`src/rtl/bnn_pkg.sv`:
```
// ---------------------------------------------------------------------------
// bnn_pkg
// Shared constants and types for the BNN final-layer interface.
//   NUM_INPUTS     : width of the flattened 14x14 binary feature map
//   NUM_CLASSES    : number of output classes of the final layer
//   CLASS_W        : width of a class index
//   feeder_state_t : sequencing states of flatten_feeder
// ---------------------------------------------------------------------------
package bnn_pkg;

    localparam int NUM_INPUTS  = 196;
    localparam int NUM_CLASSES = 10;
    localparam int CLASS_W     = 4;

    typedef enum logic [1:0] {
        FILL   = 2'd0,
        CLEAR  = 2'd1,
        ISSUE  = 2'd2,
        RESULT = 2'd3
    } feeder_state_t;

endpackage

```
`src/rtl/flatten_feeder.sv`:
```
// ---------------------------------------------------------------------------
// flatten_feeder
// Producer side of the final-layer interface. Packs IN_W-bit beats of the
// flattened feature map into an NUM_INPUTS-bit vector, runs the final layer
// through one clear/load cycle, and returns its class index over a
// valid/ready result handshake.
//
// Handshakes: a transfer happens on a rising clock edge where valid and ready
// are both high; a producer holding valid keeps its payload stable until that
// edge; ready may be withdrawn at any time.
//
// Ports
//   clock, reset      : clock and asynchronous active-low reset
//   flush             : synchronous abort back to FILL (ds_data kept)
//   in_valid/in_ready : beat handshake from layer 2, payload in_data
//   ds_data           : packed vector to the final layer
//   ds_en             : load enable to the final layer
//   ds_clear_n        : active-low clear pulse to the final layer
//   ds_answer/ds_done : class index and done flag from the final layer
//   result            : captured class index (0 on timeout)
//   result_err        : result produced by timeout
//   result_valid/result_ready : result handshake to the system
//   dbg_state         : current sequencing state
// ---------------------------------------------------------------------------
module flatten_feeder
    import bnn_pkg::*;
#(
    parameter int NUM_INPUTS = bnn_pkg::NUM_INPUTS,
    parameter int IN_W       = 14,
    parameter int TIMEOUT    = 16
) (
    input  logic                  clock,
    input  logic                  reset,
    input  logic                  flush,
    input  logic                  in_valid,
    output logic                  in_ready,
    input  logic [IN_W-1:0]       in_data,
    output logic [NUM_INPUTS-1:0] ds_data,
    output logic                  ds_en,
    output logic                  ds_clear_n,
    input  logic [CLASS_W-1:0]    ds_answer,
    input  logic                  ds_done,
    output logic [CLASS_W-1:0]    result,
    output logic                  result_err,
    output logic                  result_valid,
    input  logic                  result_ready,
    output feeder_state_t         dbg_state
);

    localparam int NB  = NUM_INPUTS / IN_W;
    localparam int BCW = (NB > 1) ? $clog2(NB) : 1;
    localparam logic [BCW-1:0] LAST_BEAT = BCW'(NB - 1);
    localparam logic [7:0]     TMO_LIMIT = 8'(TIMEOUT);

    feeder_state_t         state_q;
    logic [BCW-1:0]        beat_cnt_q;
    logic [NUM_INPUTS-1:0] ds_data_q;
    logic                  ds_en_q;
    logic                  ds_clear_n_q;
    logic [CLASS_W-1:0]    result_q;
    logic                  result_err_q;
    logic                  result_valid_q;
    logic [7:0]            tmo_cnt_q;
    logic [7:0]            tmo_cnt_d;
    logic                  accept;

    // A beat offered alongside flush is refused rather than silently dropped
    // after acceptance, so the upstream keeps it.
    assign in_ready  = (state_q == FILL) && !flush;
    assign accept    = in_valid && in_ready;
    assign tmo_cnt_d = tmo_cnt_q + 8'd1;

    always_ff @(posedge clock or negedge reset) begin
        if (!reset) begin
            state_q        <= FILL;
            beat_cnt_q     <= '0;
            ds_data_q      <= '0;
            ds_en_q        <= 1'b0;
            ds_clear_n_q   <= 1'b1;
            result_q       <= '0;
            result_err_q   <= 1'b0;
            result_valid_q <= 1'b0;
            tmo_cnt_q      <= '0;
        end else if (flush) begin
            state_q        <= FILL;
            beat_cnt_q     <= '0;
            ds_en_q        <= 1'b0;
            ds_clear_n_q   <= 1'b1;
            result_valid_q <= 1'b0;
            tmo_cnt_q      <= '0;
        end else begin
            case (state_q)
                FILL: begin
                    if (accept) begin
                        ds_data_q[beat_cnt_q*IN_W +: IN_W] <= in_data;
                        if (beat_cnt_q == LAST_BEAT) begin
                            beat_cnt_q   <= '0;
                            ds_clear_n_q <= 1'b0;
                            state_q      <= CLEAR;
                        end else begin
                            beat_cnt_q <= beat_cnt_q + 1'b1;
                        end
                    end
                end
                CLEAR: begin
                    ds_clear_n_q <= 1'b1;
                    ds_en_q      <= 1'b1;
                    state_q      <= ISSUE;
                end
                ISSUE: begin
                    tmo_cnt_q <= tmo_cnt_d;
                    // The first ISSUE cycle (counter still 0) sees a done flag
                    // from registers that were only just cleared, so skip it.
                    if ((tmo_cnt_q != 8'd0) && ds_done) begin
                        result_q       <= ds_answer;
                        result_err_q   <= 1'b0;
                        result_valid_q <= 1'b1;
                        ds_en_q        <= 1'b0;
                        state_q        <= RESULT;
                    end else if (tmo_cnt_d == TMO_LIMIT) begin
                        result_q       <= '0;
                        result_err_q   <= 1'b1;
                        result_valid_q <= 1'b1;
                        ds_en_q        <= 1'b0;
                        state_q        <= RESULT;
                    end
                end
                RESULT: begin
                    if (result_ready) begin
                        result_valid_q <= 1'b0;
                        tmo_cnt_q      <= '0;
                        state_q        <= FILL;
                    end
                end
                default: state_q <= FILL;
            endcase
        end
    end

    assign ds_data      = ds_data_q;
    assign ds_en        = ds_en_q;
    assign ds_clear_n   = ds_clear_n_q;
    assign result       = result_q;
    assign result_err   = result_err_q;
    assign result_valid = result_valid_q;
    assign dbg_state    = state_q;

endmodule
```
`config.mk`:
```
export PLATFORM = sky130hd
export DESIGN_NAME = flatten_feeder
export DESIGN_NICKNAME = d
export VERILOG_FILES = /design/src/rtl/bnn_pkg.sv /design/src/rtl/flatten_feeder.sv
export SDC_FILE = /design/constraint.sdc
export NUM_CORES = 1
export LEC_CHECK = 0
export CORE_AREA = 10 10 166 168
export CTS_CLUSTER_SIZE = 20
export DETAILED_ROUTE_END_ITERATION = 16
export DIE_AREA = 0 0 176 178
export PLACE_DENSITY_LB_ADDON = 0.15
export RECOVER_POWER = 50
export SYNTH_ARGS = -nofsm -noshare
export SYNTH_HDL_FRONTEND = slang
export SYNTH_SLANG_ARGS = --single-unit
```
`constraint.sdc`:
```
create_clock -name clock -period 6.2 [get_ports clock]
set_clock_uncertainty 0.15 [all_clocks]
set_input_delay 1.55 -clock clock [delete_from_list [all_inputs] [get_ports clock]]
set_output_delay 1.55 -clock clock [all_outputs]
set_load 0.01 [all_outputs]
```
==> metrics <==
outcome=finished with violations; violated checks=capacitance limit, slew limit; post-synthesis mux area share=between 10% and 20%; Lkg Pwr=approximately 6.8 nW; core area=about 24,000 um2; layout cells sized above 1=a little under a fifth; Post-DP HPWL=about 30 mm; Sink Count=between 200 and 250; delay-heaviest family, CP=simple AND/OR/NAND/NOR gates; main area contributors after synthesis=dfrtp_1, mux2_2, nand2_1, nor2_1, a21oi_1; CTS root buf=clkbuf_16; Critical Path RT=approximately 6.5 ns; Compound-Gate Fraction of Synth Area=14.0%; first-pass GRT wire length=61.9 mm; worst-path fanout max=43; Worst-Skew Late Latency=roughly 0.53 ns; Avg WL per Cell=approximately 24 um; endpoints failing hold=0; I/O pin total=231; GPL Wtd Cong=between 1 and 1.5; ys async rst share=100%; Worst Hold Endpoint=ds_data[193]$_DFFE_PN0P_; Post-synth top flop=dfrtp_1; Least-Margin Pin Slew=2.68 ns; Post-synth EDFFs=0; total gr overflow=0; DRT Wirelength=40.8 mm; Slew headroom=-78.8%; maximum buffer depth of the clock tree=3; antenna violations before repair=0; flops & latches, synth=approximately 220; CTS H-tree lvls=1; PortBufs=230; largest family of logic cells by synthesized area=multiplexers; Reg-to-Reg End=ds_data[10]$_DFFE_PN0P_; Worst path max stage delay=0.77 ns; row count=57; Seq/Total Area, Yosys=~47%; Routed met1 length=16.1 mm; share of the synthesized area in the top cell type=47.1%; Detailed Routing Iterations Pass 1=5; crit path cell chain=buf_4, ha_1, ha_1, inv_1, fa_1, nand3b_1, nand2b_1, nor2_1, ha_1, buf_4, clkinv_1, nor2_1, nand3_1, o21ai_0, o221ai_1, o21a_1; full die area=roughly 31,000 um2; synthesis warning total=0; P&R area growth vs syn=30.2%; FF-to-FF setup slack=~0.53 ns; cts bufs inserted=24; Synth area leader=dfrtp_1; GRT Resource Usage Total=25.2%; Post-Synthesis Cell Area=about 12,000 um2; Setup crit end kind=register; post-route ant nets=0; hold crit path type=register to register; xor-xnor portion of the synthesized cell area=0.977%; Fmax=between 0.15 and 0.2 GHz; Post-Synth Adder-Cell Area=under 10%; Distinct cells, synth=74; top routing layer used=met4; commonest cells after routing, fill and taps aside=dfrtp_1, mux2_2, clkdlybuf4s50_1; most common cell after layout, fill and taps aside=dfrtp_1; CTS tree=yes; Clock transition at path regs=approximately 0.060 ns; hold_buf cts=0; post-synthesis net count=roughly 1,100; DR vias=10,100; DR iter-0 viols=~800; die width=176 um; syn_area_per_cell=about 10 um2; largest net degree at the start of global routing=about 110; Area after DPL=approximately 14,000 um2; Post-Synth Simple-Gate Area=roughly 14%; worst hold path startpoint=ds_data[193]$_DFFE_PN0P_; Pwr per Cell Area=between 500 and 600 nW/um2; crit path time final=approximately 5.7 ns; Buf+Inv Stages, Crit Path=4; CP max stage cell=o21ai_0; unrepaired setup endpoints after global routing=no; antenna cells=0; DR vias/cell=6.04; metal3 WL=4.12 mm; layout net count=between 1,000 and 1,500; final core utilization=between 60% and 70%; R2R Path Start=beat_cnt_q[0]$_DFFE_PN0P_; Initial Util=between 40% and 50%; final worst-path cycle share=around 91%; number of global-route vias before repair=a little over 10,000; VDD IR max=approximately 0.35 mV; Post-Route Setup TNS=0 ns; Final Cell Area=~15,000 um2; worst hold path cell count=2; Fill cells=slightly above 2,000; # setup viols final=0; Worst R2R Path Depth=16; WP data arrival=just under 6 ns; max-slew violations=about 220; Mapped Cells=between 1,000 and 1,500; critical path class=register to register; PostCTS Resize Cnt=0; die height=~180 um; Max Cap Viol=2; CP startpoint kind=register; routed wl met2=roughly 19 mm; critical path's most frequent cell=ha_1; Post CTS Setup Buffer Count=0; DRC errors left=0
## metrics by stage
step           hold slack [ns]  cells  power, mW  setup slack (ns)
2_1_floorplan            0.342   1102       4.60              1.69
3_3_place_gp             0.312   1623       6.67             0.961
3_5_place_dp             0.323   1623       6.70             0.669
4_1_cts                  0.336   1666       8.18             0.625
5_1_grt                  0.364   1666       8.59             0.159
6_report                 0.324   1666       8.19             0.527
## where the power goes
group	internal [mW]	switching, mW
Combinational	1.58	3.17
Clock	0.869	0.588
Sequential	1.77	0.211
Total	4.22	3.97
## worst register-to-register path: cells and delay by family, from the launching register on
family	cells	cell delay (ns)
buf+inv	4	0.96
simple gates	5	1.74
compound gates	3	1.15
fa+ha+maj	4	1.18
flops	1	0.38
## Yosys cell counts, drive strengths merged, types with 3 or more instances
| cell | n |
|---|---|
| dfrtp | 217 |
| and2 | 5 |
| buf | 26 |
| and3 | 10 |
| nor3b | 3 |
| mux2 | 162 |
| o221ai | 5 |
| a22oi | 6 |
| a21o | 3 |
| mux2i | 6 |
| o31ai | 8 |
| mux4 | 8 |
| or3 | 8 |
| nand2b | 12 |
| nand3b | 4 |
| nand3 | 39 |
| o211ai | 3 |
| a31oi | 11 |
| a22o | 8 |
| clkbuf | 32 |
| nor2 | 95 |
| o21ai | 56 |
| nand2 | 104 |
| a21oi | 57 |
| o22ai | 33 |
| a211oi | 5 |
| nand4 | 14 |
| nor3 | 32 |
| xor2 | 6 |
| inv | 21 |
| nor2b | 9 |
| fa | 4 |
| nor4 | 3 |
| o21a | 7 |
| or2 | 3 |
| o22a | 5 |
| xnor2 | 6 |
| ha | 16 |
| o32ai | 13 |
| a211o | 6 |
| or4 | 3 |
## logic make-up after synthesis
| logic type | count (synthesis) |
|---|---|
| and+or+nand+nor | 348 |
| AOI/OAI and AO/OA | 248 |
| DFF | 218 |
| muxes | 176 |
| buffers and inverters | 80 |
| adders and majority gates | 20 |
| xor gates and xnor gates | 12 |
## state kept, by name, indices dropped and copies added, names as in the netlist
register,flops
beat_cnt_q,4
dbg_state,2
ds_clear_n,1
ds_data,196
ds_en,1
result,4
result_err,1
result_valid,1
tmo_cnt_q,8
## layout make-up
type / instances / area, um2 / share of cell area, %
sequential: 218 / 5460 / 36.4
clock buffer: 36 / 706 / 4.70
clock inverter: 7 / 98.8 / 0.659
tap: 324 / 405 / 2.70
timing repair buffer: 255 / 2480 / 16.6
multi-input combinational: 804 / 5770 / 38.5
inverter: 22 / 82.6 / 0.550
## metal layers
layer,vias to the layer above,track usage [%]
met5,-,0
met3,96,8.16
li1,4504,-
met1,4987,31.3
met4,0,9.75
met2,474,40.3
## worst max-delay path by stage
stage / end / startpoint / depth (start not counted)
floorplan: ds_data[126]$_DFFE_PN0P_ / beat_cnt_q[0]$_DFFE_PN0P_ / 16
global placement: ds_data[10]$_DFFE_PN0P_ / beat_cnt_q[0]$_DFFE_PN0P_ / 16
detailed placement: ds_data[11]$_DFFE_PN0P_ / beat_cnt_q[0]$_DFFE_PN0P_ / 16
CTS: ds_data[11]$_DFFE_PN0P_ / beat_cnt_q[0]$_DFFE_PN0P_ / 16
global route: ds_data[13]$_DFFE_PN0P_ / beat_cnt_q[0]$_DFFE_PN0P_ / 16
finish: ds_data[10]$_DFFE_PN0P_ / beat_cnt_q[0]$_DFFE_PN0P_ / 16
Note: power is estimated with default switching activity, not from simulation.
